File: src/rtl/repne_cmps_sequencer.sv
// REPNE CMPS sequencer: issues first/second uop pairs per iteration, counts ECX down,
// and terminates on ZF from writeback or on the count reaching zero.
module repne_cmps_sequencer #(
  parameter int unsigned CNT_W  = 32,
  parameter int unsigned ZF_BIT = 6
) (
  input  logic             CLK,
  input  logic             CLR,
  input  logic             req_v,
  input  logic [CNT_W-1:0] req_count,
  output logic             req_ready,
  output logic             uop_v,
  output logic             uop_first,
  output logic             uop_second,
  output logic [CNT_W-1:0] uop_iter,
  input  logic             uop_ready,
  input  logic             wb_v,
  input  logic [31:0]      wb_flags,
  input  logic             flush,
  output logic             busy,
  output logic             done,
  output logic             zf_term,
  output logic             ecx_ld,
  output logic [CNT_W-1:0] ecx_out
);

  localparam logic [2:0] StIdle   = 3'd0;
  localparam logic [2:0] StIssue1 = 3'd1;
  localparam logic [2:0] StIssue2 = 3'd2;
  localparam logic [2:0] StWait   = 3'd3;
  localparam logic [2:0] StDone   = 3'd4;

  logic [2:0]       state_q, state_d;
  logic [CNT_W-1:0] cnt_q, cnt_d;
  logic             zf_term_q, zf_term_d;
  logic             ran_q, ran_d;
  logic [CNT_W-1:0] cnt_dec;
  logic             unused_flags;

  assign cnt_dec      = cnt_q - CNT_W'(1);
  assign unused_flags = ^wb_flags;

  always_comb begin
    state_d   = state_q;
    cnt_d     = cnt_q;
    zf_term_d = zf_term_q;
    ran_d     = ran_q;
    if (flush) begin
      state_d   = StIdle;
      cnt_d     = '0;
      zf_term_d = 1'b0;
      ran_d     = 1'b0;
    end else begin
      case (state_q)
        StIdle: begin
          if (req_v) begin
            cnt_d     = req_count;
            zf_term_d = 1'b0;
            if (req_count == '0) begin
              ran_d   = 1'b0;
              state_d = StDone;
            end else begin
              ran_d   = 1'b1;
              state_d = StIssue1;
            end
          end
        end
        StIssue1: if (uop_ready) state_d = StIssue2;
        StIssue2: begin
          if (uop_ready) begin
            cnt_d   = cnt_dec;
            state_d = StWait;
          end
        end
        StWait: begin
          // cnt already holds the post-iteration value, so zero here means exhausted
          if (wb_v) begin
            if (wb_flags[ZF_BIT]) begin
              zf_term_d = 1'b1;
              state_d   = StDone;
            end else if (cnt_q == '0) begin
              zf_term_d = 1'b0;
              state_d   = StDone;
            end else begin
              state_d = StIssue1;
            end
          end
        end
        StDone:  state_d = StIdle;
        default: state_d = StIdle;
      endcase
    end
  end

  always_ff @(posedge CLK) begin
    if (CLR) begin
      state_q   <= StIdle;
      cnt_q     <= '0;
      zf_term_q <= 1'b0;
      ran_q     <= 1'b0;
    end else begin
      state_q   <= state_d;
      cnt_q     <= cnt_d;
      zf_term_q <= zf_term_d;
      ran_q     <= ran_d;
    end
  end

  always_comb begin
    req_ready  = (state_q == StIdle);
    busy       = (state_q != StIdle);
    uop_v      = 1'b0;
    uop_first  = 1'b0;
    uop_second = 1'b0;
    uop_iter   = '0;
    done       = 1'b0;
    zf_term    = 1'b0;
    ecx_ld     = 1'b0;
    ecx_out    = '0;
    case (state_q)
      StIssue1: begin
        uop_v     = 1'b1;
        uop_first = 1'b1;
      end
      StIssue2: begin
        uop_v      = 1'b1;
        uop_second = 1'b1;
        uop_iter   = cnt_dec;
      end
      StDone: begin
        // a flush landing on the completion cycle suppresses the completion
        done    = ~flush;
        zf_term = ~flush & zf_term_q;
        ecx_ld  = ~flush & ran_q;
        ecx_out = flush ? '0 : cnt_q;
      end
      default: ;
    endcase
  end

endmodule
File: config.mk
export PLATFORM = sky130hd
export DESIGN_NAME = repne_cmps_sequencer
export DESIGN_NICKNAME = d
export VERILOG_FILES = /design/src/rtl/repne_cmps_sequencer.sv
export SDC_FILE = /design/constraint.sdc
export NUM_CORES = 1
export LEC_CHECK = 0
export BUFFER_PORTS_ARGS = -buffer_cell sky130_fd_sc_hd__buf_4
export CORE_MARGIN = 2
export CORE_UTILIZATION = 52
export DETAILED_ROUTE_END_ITERATION = 7
export GPL_ROUTABILITY_DRIVEN = 0
export PLACE_DENSITY = 0.87
export SKIP_LAST_GASP = 1
export SLEW_MARGIN = 20
export SYNTH_ARGS = -nofsm -noshare
export SYNTH_HDL_FRONTEND = slang
export SYNTH_SLANG_ARGS = --single-unit
File: constraint.sdc
create_clock -name CLK -period 6 [get_ports CLK]
set_input_delay 1.5 -clock CLK [delete_from_list [all_inputs] [get_ports CLK]]
set_output_delay 1.5 -clock CLK [all_outputs]
set_load 0.01 [all_outputs]
Word level (Yosys, flattened, before mapping)
Index checks and enable logic that the tools add are counted. Widths: inputs -> output; s select.

Flip-flop bits (word level): 37. Bits of input ports: 70. Output and inout bits: 72. Logic and storage cells: 55.

Add/sub/neg operators: 1. Equal/unequal tests: 9. Mux-type cells: 26. Bitwise gates (word level): 3. Reductions and logical operators: 12.

Operators with widths (count): $mux 32 (5); $logic_not 32->1 (2); $pmux 32 s2 (1); $sub 32x1->32 const B (1); $mux 3 (7); $pmux 3 s4 (1); $mux 1 (11); $ne 2x2->1 const B (4); $reduce_and 4->1 (2); $eq 3x2->1 const B (2); $reduce_bool 2->1 (2); $reduce_or 2->1 (2); $eq 3x1->1 const B (1); $eq 3x3->1 const B (1); $logic_not 3->1 (1); $ne 3x3->1 const B (1); $reduce_and 3->1 (1); $reduce_bool 3->1 (1); $and 1x1->1 (2); $pmux 1 s2 (1); $reduce_and 2->1 (1); $not 1->1 (1).

Longest topological paths before layout
Word-level depth: 5. Mapped depth: 8. Gate-level depth less buffers: 7.

Worst setup path after synthesis
OpenSTA, ideal clock, no wires.

Path kind: input -> output. From: input port flush. To: output port ecx_out[22]. Arrival: 2.610 ns. Data required time: 4.500 ns. Setup slack: 1.890 ns. Stages: 3. Buffers on the path: 1. Cells stage by stage: nor4b_1 clkbuf_1 and2_1.

Cells in the longest elaborated chain, start to end: 2.

Ends and longest elaborated chain: start: declaration (RTL line 19) `input logic flush,`; $mux 32 (RTL line 135) `ecx_out = flush ? '0 : cnt_q;`; $mux 32 (RTL line 120) `case (state_q)`; end: declaration (RTL line 24) `output logic [CNT_W-1:0] ecx_out`.

No other way between the ends.

Worst setup path in the final report
From: register cnt_q[5]. To: output port uop_iter[30].

Cells in the longest elaborated chain, start to end: 2.

Ends and longest elaborated chain: start: declaration (RTL line 34) `logic [CNT_W-1:0] cnt_q, cnt_d;`; start signal: assignment (RTL line 103) `cnt_q <= cnt_d;`; $sub 32x1->32 (RTL line 40) `assign cnt_dec = cnt_q - CNT_W'(1);`; $mux 32 (RTL line 120); end: declaration (RTL line 15) `output logic [CNT_W-1:0] uop_iter,`.

No other way between the ends.

==> metrics.txt <==
status=finished clean; area occupied by multi-input gates=2290 µm²; most common flop cell mapped by yosys=dfxtp_1; Syn. warnings=0; post-cts gate resize count=0; FF+latch count, synth=37; Nets=623; P_leak=1.80 nW; cell count after placement=620; pin count of the biggest net entering global routing=101; ratio of cells with drive above 1 in the final layout=25.2%; first-pass iteration count of the detailed router=6; Final Skew=0.00528 ns; actual slew at the worst max-slew pin=0.931 ns; Post-CTS Setup Repair Bufs=0; delay-heaviest family, CP=simple AND/OR/NAND/NOR gates; CTS tree=done; drt wl/cell=16.8 µm; Register Area=741 µm²; Slew Viols, Final=0; gr usage total=29.4%; Min Clock Period, post-route=4.68 ns; Layout area overhead=25.8%; final hold vios=0; clock power share=26.7%; P_int=0.000439 W; fin crit share=78.1%; CTS H-tree depth=2; CTS Buffer Depth=2; crit path launch type=flop; CTS Hold Bufs=0; Routed Antenna Nets=0; Core Util, Final=68.6%; max-cap violation count=0; TritonCTS Buffers=5; Reg clk slew, reported paths=0.07 ns; Avg Cell Area, Syn=6.77 µm²; Max Fclk=213 MHz; Detail Placement HPWL=7390 µm; 1st-iter DRT viols=425; Clock Latency Late Sink=0.29 ns; Async SR Flop Fraction=0%; Rows=28; Syn Nets=554; # diodes=0; Post-synth EDFFs=0; starting density of the core=54.6%; most numerous cell in the Yosys netlist=nor2_1; setup violators final=0; Netlist Area Pre-Place=3270 µm²; DIE WIDTH=83.3 µm; kind of critical path=reg -> out; num ports=142; Synth area leader=dfxtp_1; Synth top cells by count=nor2_1 (67), nand2_1 (43), clkbuf_1 (41), dfxtp_1 (37), and2_1 (35); Yosys cell types=60; vias after detailed routing=3943; Synth top area share=22.7%; critical path arrival=3.18 ns; vias in the first global route=3463; Root Driver=clkbuf_8; overall routed net length=10500 µm; post-synthesis sequential area ratio=22.7%; drt drc=0; final std cells w/o fill=627; Core ar.=5990 µm²; I/O Buffers=110; Slew HR=37.8%; FILL cells=505; die area=6930 µm²; sw frac=35.5%; worst path cell trace=nor4_2 > and4b_1 > nand4_1 > or3_1 > a21oi_1 > buf_4; number of antenna violations at the first check in global routing=0; max incr delay on CP=0.77 ns; Die Y=83.3 µm; Vias/cell=6.29; Reg power frac=40.0%; P_sw=0.000241 W; buffers and inverters on the worst path=1; TNS Setup=0 ns; synth top area cells=dfxtp_1 (23%), nor2_1 (7.7%), and2_1 (6.7%); worst hold slack=0.520 ns; Syn Inst Count=483; Logic pwr share=33.3%; RSZ-0062 raised after global routing=false; Critical Path Fanout Max=13; Peak VDD IR=0.0844 mV; Critical Path Sink Type=primary output; HP Class=reg -> reg; first-pass GRT wire length=17300 µm; gr ovfl total=0; Req. time, crit path=4.50 ns; PwrDens=165 nW/µm²; Crit-path slowest cell=nor4_2; Sink Count=37
worst paths after layout:
| kind | startpoint | end | slack, ns | depth (start not counted) |
|---|---|---|---|---|
| max | cnt_q[5] | uop_iter[30] | 1.32 | 6 |
| min | ran_q | ran_q | 0.52 | 2 |
| max reg2reg | cnt_q[5] | zf_term_q | 3.28 | 5 |
| min reg2reg | ran_q | ran_q | 0.52 | 2 |
cell usage in the layout, fill, tap and decap left out, drive strengths merged, types with 2 or more instances in the layout:
cell and instances:
a21o 2, a21oi 31, a22oi 11, a31oi 5, a32o 2, a32oi 2
and2 36, and3 6, and4 2, and4b 2, buf 116, clkbuf 7
dfxtp 37, inv 7, mux2i 3, nand2 43, nand2b 4, nand3 17
nand3b 2, nand4 11, nor2 67, nor2b 2, nor3 13, nor3b 2
nor4 24, nor4b 3, o211ai 4, o21a 3, o21ai 20, o22ai 9
o31a 5, o31ai 5, or2 3, or3 2, or4 6, xnor2 11
xor2 15
sequential cells by signal, summed over array words and instances (netlist names):
signal,flops
cnt_q,32
state_q,3
ran_q,1
zf_term_q,1
metrics by stage:
stage / area (µm²) / power [W] / setup WS [ns]
detailed placement: 4020 / 0.000498 / 1.74
finish: 4110 / 0.000680 / 1.32
CTS: 4110 / 0.000675 / 1.39
floorplan: 3270 / 0.000434 / 1.89
global route: 4110 / 0.000714 / 1.18
global placement: 4020 / 0.000492 / 1.82
cell type report:
cell class | instances | share of cell area (%)
Clock buffer | 7 | 2.10
Timing Repair Buffer | 116 | 21.2
Sequential cell | 37 | 18.0
Tap cell | 75 | 2.28
Inverter | 7 | 0.639
Multi-Input combinational cell | 385 | 55.8
routing by layer:
| layer | vias up | wire, µm | GRT usage [%] |
|---|---|---|---|
| li1 | 1858 | - | - |
| met1 | 1803 | 4340 | 39.6 |
| met2 | 253 | 4800 | 45.4 |
| met3 | 29 | 1120 | 7.55 |
| met4 | 0 | 272 | 10.6 |
| met5 | - | 0 | 0 |
power groups by stage:
| stage | Combinational [W] | Sequential [W] | Clock (W) |
|---|---|---|---|
| 6_report | 0.000227 | 0.000272 | 0.000181 |
| 3_3_place_gp | 0.000216 | 0.000276 | 0 |
| 4_1_cts | 0.000223 | 0.000271 | 0.000181 |
| 2_1_floorplan | 0.000170 | 0.000264 | 0 |
| 3_5_place_dp | 0.000221 | 0.000277 | 0 |
| 5_1_grt | 0.000246 | 0.000274 | 0.000194 |
worst register-to-register path, cell delays in order (launching register included):
cell and delay, ns:
dfxtp_1 0.39, nor4_2 0.78, and4b_1 0.64, nand4_1 0.35
o31ai_1 0.33, a21oi_1 0.09
logic make-up after synthesis:
| kind of cell | synth area share [%] |
|---|---|
| AOI/OAI and AO/OA | 20.7 |
| muxes | 1.26 |
| adders and majority gates | 0.383 |
| xor gates and xnor gates | 6.97 |
| and+or+nand+nor | 40.6 |
| DFF | 22.7 |
| buffers and inverters | 7.47 |
Power figures use the tool's default switching activity.
